<file path="src/rtl/multdiv_pkg.sv">
// Shared constants and state encoding for the multiply/divide unit.
// Build option: MULT_BOOTH_RADIX4_EN selects radix-4 modified Booth in mult
// (2 bits per step, 16 steps); undefined gives radix-2 Booth (32 steps).
package multdiv_pkg;

  localparam int WIDTH    = 32;
  localparam int CNT_W    = 6;
  localparam int STEPS_R2 = 32;
  localparam int STEPS_R4 = 16;

  // Common FSM encoding for both halves of the unit.
  typedef enum logic [1:0] {
    IDLE = 2'd0,
    BUSY = 2'd1,
    DONE = 2'd2
  } md_state_e;

`ifdef MULT_BOOTH_RADIX4_EN
  localparam int STEP_BITS = 2;
  localparam int GUARD     = 2;
  localparam int NUM_STEPS = STEPS_R4;
`else
  localparam int STEP_BITS = 1;
  localparam int GUARD     = 1;
  localparam int NUM_STEPS = STEPS_R2;
`endif

  // Accumulator carries guard bits so adding +/-A (or +/-2A) never wraps.
  localparam int ACC_W    = WIDTH + GUARD;
  // Booth recoding window: STEP_BITS multiplier bits plus q(-1).
  localparam int RECODE_W = STEP_BITS + 1;
  // Full product register: accumulator | multiplier | q(-1).
  localparam int PROD_W   = ACC_W + WIDTH + 1;

endpackage

</file>
<file path="src/rtl/mult_booth_sel.sv">
// Booth partial-product selector for mult (combinational).
// Build option: MULT_BOOTH_RADIX4_EN selects {0,+-A,+-2A} from a 3-bit window;
// otherwise {0,+-A} from a 2-bit window. Output is sign-extended to ACC_W.
module mult_booth_sel
  import multdiv_pkg::*;
(
  input  logic [RECODE_W-1:0] booth_bits_i,
  input  logic [WIDTH-1:0]    mcand_i,
  output logic [ACC_W-1:0]    pp_o
);

  logic [ACC_W-1:0] a_ext;

  assign a_ext = {{GUARD{mcand_i[WIDTH-1]}}, mcand_i};

  // Map the recoding window onto the signed multiple of A to accumulate.
  always_comb begin
    pp_o = '0;
`ifdef MULT_BOOTH_RADIX4_EN
    case (booth_bits_i)
      3'b001, 3'b010: pp_o = a_ext;
      3'b011:         pp_o = a_ext << 1;
      3'b100:         pp_o = -(a_ext << 1);
      3'b101, 3'b110: pp_o = -a_ext;
      default:        pp_o = '0;
    endcase
`else
    case (booth_bits_i)
      2'b01:   pp_o = a_ext;
      2'b10:   pp_o = -a_ext;
      default: pp_o = '0;
    endcase
`endif
  end

endmodule

</file>
<file path="src/rtl/mult.sv">
// Sequential signed 32x32 Booth multiplier (low word + signed overflow).
// Build option: MULT_BOOTH_RADIX4_EN -> 16 radix-4 steps, else 32 radix-2 steps.
// Handshake: ctrl_MULT is a one-cycle start; operands are sampled on the same
// edge. A start in any state (including BUSY and DONE) aborts the current
// operation and restarts. data_resultRDY is high for exactly one cycle when
// data_result/data_exception become valid; those hold until the next result.
module mult
  import multdiv_pkg::*;
(
  input  logic             clock,
  input  logic             reset,
  input  logic [WIDTH-1:0] data_operandA,
  input  logic [WIDTH-1:0] data_operandB,
  input  logic             ctrl_MULT,
  output logic [WIDTH-1:0] data_result,
  output logic             data_exception,
  output logic             data_resultRDY
);

  md_state_e        state_q, state_d;
  logic [CNT_W-1:0] cnt_q, cnt_d;
  logic [ACC_W-1:0] acc_q, acc_d;
  logic [WIDTH-1:0] mplr_q, mplr_d;
  logic             qm1_q, qm1_d;
  logic [WIDTH-1:0] mcand_q, mcand_d;
  logic [WIDTH-1:0] result_q, result_d;
  logic             exc_q, exc_d;

  logic [ACC_W-1:0]        pp;
  logic [ACC_W-1:0]        sum;
  logic signed [PROD_W-1:0] combined_s;
  logic signed [PROD_W-1:0] shifted_s;
  logic [ACC_W-1:0]        step_acc;
  logic [WIDTH-1:0]        step_mplr;
  logic                    step_qm1;
  logic                    step_exc;

  mult_booth_sel u_booth_sel (
    .booth_bits_i ({mplr_q[STEP_BITS-1:0], qm1_q}),
    .mcand_i      (mcand_q),
    .pp_o         (pp)
  );

  // One Booth step: add the selected multiple, then arithmetic-shift the
  // whole product register right by the radix width.
  assign sum        = acc_q + pp;
  assign combined_s = {sum, mplr_q, qm1_q};
  assign shifted_s  = combined_s >>> STEP_BITS;
  assign step_acc   = shifted_s[PROD_W-1 -: ACC_W];
  assign step_mplr  = shifted_s[WIDTH:1];
  assign step_qm1   = shifted_s[0];
  // After the last step the 64-bit product is {acc[31:0], mplr}; overflow when
  // the high word is not a pure sign extension of bit 31.
  assign step_exc   = (step_acc[WIDTH-1:0] != {WIDTH{step_mplr[WIDTH-1]}});

  // Next-state and datapath control; a start always wins over the current state.
  always_comb begin
    state_d  = state_q;
    cnt_d    = cnt_q;
    acc_d    = acc_q;
    mplr_d   = mplr_q;
    qm1_d    = qm1_q;
    mcand_d  = mcand_q;
    result_d = result_q;
    exc_d    = exc_q;
    if (ctrl_MULT) begin
      state_d = BUSY;
      cnt_d   = CNT_W'(NUM_STEPS);
      acc_d   = '0;
      mplr_d  = data_operandB;
      qm1_d   = 1'b0;
      mcand_d = data_operandA;
    end else begin
      case (state_q)
        IDLE: state_d = IDLE;
        BUSY: begin
          acc_d  = step_acc;
          mplr_d = step_mplr;
          qm1_d  = step_qm1;
          cnt_d  = cnt_q - CNT_W'(1);
          if (cnt_q == CNT_W'(1)) begin
            state_d  = DONE;
            result_d = step_mplr;
            exc_d    = step_exc;
          end
        end
        DONE:    state_d = IDLE;
        default: state_d = IDLE;
      endcase
    end
  end

  // State, datapath and output registers.
  always_ff @(posedge clock or posedge reset) begin
    if (reset) begin
      state_q  <= IDLE;
      cnt_q    <= '0;
      acc_q    <= '0;
      mplr_q   <= '0;
      qm1_q    <= 1'b0;
      mcand_q  <= '0;
      result_q <= '0;
      exc_q    <= 1'b0;
    end else begin
      state_q  <= state_d;
      cnt_q    <= cnt_d;
      acc_q    <= acc_d;
      mplr_q   <= mplr_d;
      qm1_q    <= qm1_d;
      mcand_q  <= mcand_d;
      result_q <= result_d;
      exc_q    <= exc_d;
    end
  end

  assign data_result    = result_q;
  assign data_exception = exc_q;
  assign data_resultRDY = (state_q == DONE);

endmodule

</file>
<file path="config.mk">
export PLATFORM = sky130hd
export DESIGN_NAME = mult
export DESIGN_NICKNAME = d
export VERILOG_FILES = /design/src/rtl/multdiv_pkg.sv /design/src/rtl/mult_booth_sel.sv /design/src/rtl/mult.sv
export SDC_FILE = /design/constraint.sdc
export NUM_CORES = 1
export LEC_CHECK = 0
export ABC_AREA = 1
export BUFFER_PORTS_ARGS = -buffer_cell sky130_fd_sc_hd__buf_2
export CAP_MARGIN = 10
export CORE_MARGIN = 3
export CORE_UTILIZATION = 35
export DETAILED_ROUTE_END_ITERATION = 8
export GPL_TIMING_DRIVEN = 0
export PLACE_DENSITY_LB_ADDON = 0.2
export REMOVE_ABC_BUFFERS = 1
export SLEW_MARGIN = 20
export SYNTH_ARGS = -nofsm -noshare
export SYNTH_HDL_FRONTEND = slang
export SYNTH_SLANG_ARGS = --single-unit
</file>
<file path="constraint.sdc">
create_clock -name clock -period 10.3 [get_ports clock]
set_clock_uncertainty 0.05 [all_clocks]
set_input_delay 0.515 -clock clock [delete_from_list [all_inputs] [get_ports clock]]
set_output_delay 0.515 -clock clock [all_outputs]
set_load 0.05 [all_outputs]
</file>
==> results.md, run 1 <==
- Status: finished, final reports clean
- Final Max Tran Viols: 0
- Placer Congestion: 0.9256
- CTS H-Tree Depth: 4
- Total number of vias: 9552
- Largest area contributor in the netlist: dfrtp_1
- Slew @ Worst Pin: approximately 1100 ps
- Slew Limit Headroom: 26.53%
- Setup violators final: 0
- Cts hold-fix bufs: 0
- Post_cts resized: 0
- Area delta synth->final: 15.61%
- Yosys warns: 0
- First-pass GRT wire length: between 40 and 50 mm
- Worst-path maximum fanout: 27
- Initial antenna violation count: 1
- Synth unique cells: 41
- Crit path kind: reg2reg
- Post-CTS setup buffers: 0
- Area contributors post-synth: dfrtp_1 36%, nand2_1 23%, inv_1 7.2%, nand3_1 6.6%, o21ai_0 5.1%
- Top-count cell post-synth: nand2_1
- HPWL after detailed placement: around 22 mm
- DIE WIDTH: ~170 um
- CTS tree: built
- GR Util All Layers: 20.21%
- Worst hold path type: in2async
- Maximum VDD drop: 0.0001262 V
- Max frequency: about 170 MHz
- Post-route DRC: 0
- Post-synthesis sequential area ratio: 35.83%
- Setup total negative slack: 0 ps
- Max_cap viols: 0
- Post-synth EDFFs: 0
- Die H: 172.0 um
- Synth Flop Type: dfrtp_1
- I/O Pins: 101
- Crit end category: flop
- ANT nets after route: 0
- Number of synthesized register bits: 138
- Critical path launch point: qm1_q
- FFs w/ async S/R, synth: 100.0%
- Final Hold Violating Endpoints: 0
- WL per Instance: 15.17 um
- Largest net degree at the start of global routing: 74
- Iter 0 DRT Violations: between 500 and 600
- Starting Density: 35.67%
- Root Driver: clkbuf_16
- Period utilization: 56.58%
- Routed WL: about 30 mm
- Critical Path Start Type: flop
- Drt pass-1 iters: 6
- Layout cells sized above 1: roughly 12%
- # port buffers: 100
- Clock slew at reported path FFs: 70 ps
- Total CTS buffers: 17
- Area share of the largest cell type after synthesis: 35.83%
- Die area: 29570 um2
- FF-to-FF Start: qm1_q
- WHS: 88.99 ps
- Core Area: 27030 um2
- Mean Syn Cell Area: approximately 6.5 um2
- Vias per Instance: 4.965
- Synthesized instance count: 1487
- Synth cell count leaders: 592 x nand2_1, 186 x inv_1, 138 x dfrtp_1
- Slowest cell on crit path: clkinv_1
- Clock Latency Late Sink: about 420 ps
- Area of the mapped netlist: 9639 um2
- Worst EP arrival: slightly above 6000 ps
- Vias in the first global route: 9199
- Total gr overflow: 0
- Cell Chain, Critical Path: inv_1 -> ha_1 -> clkinv_1 -> a211oi_1 -> ha_2 -> clkinv_1 -> nor3_1 -> nand3_1 -> nor2_1 -> nand3b_1 -> nand2_1 -> nand2_1 -> nor3_1 -> nand2_1 -> nor2_1 -> nor2_1
- Crit path required time: 10560 ps
- Crit path time final: between 5000 and 6000 ps
- Num rows: 60
- Ant diodes: 0
- Bufs on Longest Clock Path: 2
- Net count, final: 1675
- CTS Sinks: 138
- LEAKAGE: ~5.8 nW
- Max incr delay on CP: 1080 ps
- Power per cell area: 210.4 nW/um2
- RSZ-0062 raised after global routing: false
[stage by stage]
step                power (mW)  instance area, um2  std cells  utilization (%)  worst slack, ps
floorplan                1.438                9462       1444                -             6039
global placement         1.704               10390       1885            38.44             2845
detailed placement       1.724               10560       1892            39.07             3998
CTS                      2.360               11140       1924            41.22             3971
global route             2.504               11140       1924            41.24             4084
finish                   2.344               11140       1924            41.24             4473
[placed cells by master, fill, tap and decap left out, drive strengths merged, types with 2 or more instances in the layout]
cell type    n
a21o         2
a221oi       4
xnor2        2
nand4       15
clkinvlp     2
nand3      134
o21ai       98
clkbuf      18
dfrtp      138
buf        107
clkinv       5
o21bai       4
nand3b      11
a211oi       3
a32o         8
inv        201
nand2      600
o211ai       5
xor2         2
a21oi       54
nor2       107
o22ai        3
nor3        10
ha          37
nor4         4
[cell type report]
cell class	instances	area, um2
clock inverter	14	151.4
sequential	138	3453
timing repair buffer	107	648.1
fill	2887	15880
inverter	195	739.5
clock buffer	18	429.2
tap	341	426.7
multi-input combinational	1111	5296
[kinds of logic after synthesis]
kind of cell / count (synthesis) / share of synthesized area [%]
buf+inv: 238 / 9.437
flops: 138 / 35.83
fa+ha+maj: 38 / 5.010
compound gates: 186 / 10.77
xor+xnor: 4 / 0.3635
simple gates: 883 / 38.59
[metal layers]
layer  wire, um  GRT usage [%]
met4        371          4.512
met3       1854          4.710
met1      13410          27.04
met2      13540          33.46
met5          7              0
[path summary, 6_finish.rpt]
check                                 endpoint  slack (ps)  cells after the start
worst max-delay path            data_exception        4470                     16
worst min-delay path                mplr_q[20]          90                      2
worst max register to register  data_exception        4470                     16
worst min register to register       mplr_q[5]         430                      2
max in group asynchronous            acc_q[27]        9380                      3
min in group clock                 mcand_q[25]         240                      3
[worst max-delay path, delay by kind of cell (launching register included)]
family | cells | cell delay, ps
AOI/OAI and AO/OA | 1 | 520
adders and majority gates | 2 | 1520
buffers and inverters | 3 | 1780
DFF | 1 | 390
and+or+nand+nor | 10 | 1430
[report_power, final]
part           switching (mW)  internal (mW)
Sequential             0.0790          0.665
Combinational           0.691          0.284
Clock                   0.282          0.344
[flip-flops by register name (all words and copies together) (netlist names)]
| signal | count |
|---|---|
| mcand_q | 32 |
| cnt_q | 6 |
| state_q | 2 |
| acc_q | 32 |
| qm1_q | 1 |
| data_result | 32 |
| mplr_q | 32 |
| data_exception | 1 |
Power figures use the tool's default switching activity.
==> run 2, diff against run 1 <==
clock period = 4.92 ns   (was 10.3 ns; I/O delays follow)
==> results.md, run 2 (synthesis results as in run 1) <==
- Status: finished, final reports clean
- LEAKAGE: 6.102 nW (+4.3%)
- WL per Instance: 14.97 um (-1.3%)
- Final Cell Area: 11780 um2 (+5.7%)
- Max frequency: 222.5 MHz (+30%)
- Worst EP arrival: 4750 ps (-1330 ps)
- Vias in the first global route: 9469 (+2.9%)
- Worst hold path type: in2reg
- Leading cell type in the layout, fill and taps excluded: nand2_1
- ANT nets after route: 0 (unchanged)
- Crit path time final: 4494 ps (-1333 ps)
- WHS Endpoint: mcand_q[10]
- Max_cap viols: 0 (unchanged)
- Total CTS buffers: 17 (unchanged)
- HPWL after detailed placement: 21.99 mm (unchanged)
- Worst r2r dst: data_exception
- Final setup margin: 426.1 ps (-4047 ps)
- Die H: 172.0 um (unchanged)
- Reg2reg setup slack: 430 ps (-4050 ps)
- FF-to-FF Start: mcand_q[0]
- DP Area: 10560 um2 (unchanged)
- Inst Count DP: 1892 (unchanged)
- Final Power: 4.962 mW (+110%)
- Bufs on Longest Clock Path: 2 (unchanged)
- I/O Pins: 101 (unchanged)
- Starting Density: 35.67% (unchanged)
- Root Driver: clkbuf_16
- CTS Sinks: 138 (unchanged)
- Worst-path maximum fanout: 6 (-78%)
- Hold path start: data_operandA[10]
- Final Hold Violating Endpoints: 0 (unchanged)
- Total number of vias: 9807 (+2.7%)
- Clock slew at reported path FFs: 70 ps (about the same)
- Routed WL: 29.69 mm (+1.8%)
- Total gr overflow: 0 (unchanged)
- Final Max Tran Viols: 0 (unchanged)
- Layout cells sized above 1: 11.69% (+0.13 points)
- Post-route DRC: 0 (unchanged)
- Final std cells w/o fill: 1983 (+3.1%)
- Crit path required time: 5180 ps (-5380 ps)
- CTS H-Tree Depth: 4 (unchanged)
- GR Util All Layers: 20.50% (+0.30 points)
- Vias per Instance: 4.946 (-0.39%)
- Iter 0 DRT Violations: 523 (-9.2%)
- Maximum VDD drop: 0.0002718 V (+120%)
- # port buffers: 100 (unchanged)
- Net count, final: 1734 (+3.5%)
- Clock Latency Late Sink: 420 ps (about the same)
- Hold depth: 3
- Die area: 29570 um2 (unchanged)
- Crit end category: flop
- Largest net degree at the start of global routing: 74 (unchanged)
- Slew Limit Headroom: 38.27% (+12 points)
- Slew @ Worst Pin: 924.9 ps (-170.4 ps)
- RSZ-0062 raised after global routing: false
- Power per cell area: 421.1 nW/um2 (+100%)
- DIE WIDTH: 172.0 um (unchanged)
- Commonest non-fill, non-tap cells in the layout: 592 x nand2_1, 184 x inv_1, 138 x dfrtp_1
- Fill cells: 2834 (-1.8%)
- Crit path kind: reg2reg
- Period utilization: 91.34% (+35 points)
- Drt pass-1 iters: 5 (-1)
- Ant diodes: 0 (unchanged)
- First-pass GRT wire length: 48.45 mm (+1.9%)
- Initial antenna violation count: 0 (-1)
- Placer Congestion: 0.9256 (unchanged)
- Critical Path Start Type: flop
- Core Area: 27030 um2 (unchanged)
- Setup violators final: 0 (unchanged)
- Reg2Reg Depth: 25 (+9)
- Num rows: 60 (unchanged)
- CTS tree: built
- Area delta synth->final: 22.25%
- Dpl ws: -1382 ps (-5380 ps)
## run 2: changes by cell type in the layout (fill, tap and decap cells not counted), moves of 2 or more
cell	delta
a221oi_1	-2
a221oi_2	+2
clkinv_1	-2
dlygate4sd3_1	+58
ha_4	+2
## run 2: cell type report
| type | instances | area [um2] | area share (%) |
|---|---|---|---|
| Sequential cell | 138 | 3453 | 29.31 |
| Timing Repair Buffer | 166 | 1236 | 10.49 |
| Inverter | 195 | 744.5 | 6.318 |
| Tap cell | 341 | 426.7 | 3.621 |
| Clock inverter | 14 | 151.4 | 1.285 |
| Clock buffer | 18 | 429.2 | 3.642 |
| Multi-Input combinational cell | 1111 | 5343 | 45.34 |
## run 2: power breakdown
part,internal (mW),switching [mW]
Sequential,1.39,0.167
Combinational,0.634,1.46
Clock,0.721,0.588
## run 2: how the worst max path moves through the flow
| stage | startpoint | to | slack (ps) | cells after the start |
|---|---|---|---|---|
| global route | mcand_q[0] | data_exception | 6 | 25 |
| finish | mcand_q[0] | data_exception | 430 | 25 |
| detailed placement | qm1_q | data_exception | -1380 | 16 |
| global placement | ctrl_MULT | data_result[7] | -2270 | 7 |
| CTS | mplr_q[0] | data_exception | 40 | 16 |
| floorplan | reset | acc_q[0] | 930 | 1 |
## run 2: stage by stage
| step | utilization [%] | hold WS [ps] | TNS [ps] |
|---|---|---|---|
| 2_1_floorplan | - | 303.3 | 0 |
| 3_3_place_gp | 38.44 | 399.1 | -259810 |
| 3_5_place_dp | 39.07 | 312.2 | -1743 |
| 4_1_cts | 43.39 | 2.708 | 0 |
| 5_1_grt | 43.60 | 28.16 | 0 |
| 6_report | 43.60 | 22.56 | 0 |
## run 2: layer usage
| layer | wire length [um] | GRT usage [%] | share of wire, % |
|---|---|---|---|
| met5 | 0 | 0 | 0 |
| met4 | 325 | 4.512 | 1.1 |
| met3 | 1535 | 3.818 | 5.2 |
| met2 | 14090 | 34.57 | 47 |
| met1 | 13740 | 27.55 | 46 |
## run 2: what timing repair did
action / in CTS / in global routing
pin swaps: 0 / 2
hold buffers: 58 / 0
gates resized for setup: 3 / 8
buffers inserted: 0 / 1
endpoints found under the setup margin: 2 / 1
hold endpoints to repair: 129 / 0
## run 2: worst max-delay path, stage by stage, from the launching register on
cell      delay, ps
dfrtp_1         370
inv_2            90
ha_1            200
nand3_1         170
nor2_1          220
nand3_2         130
nor2_4          220
nand3_1         150
nor2_1          170
o21ai_0         120
a221oi_2        390
ha_1            370
nand2_1         130
inv_1            50
a21oi_1         210
nand2_1         140
a21oi_2         240
nand3_1         130
nand3_1         100
nand2_1          80
clkinv_1         40
nand3_1         100
nor2_1          110
nand2_1         130
nor2_1          210
nor2_1           60
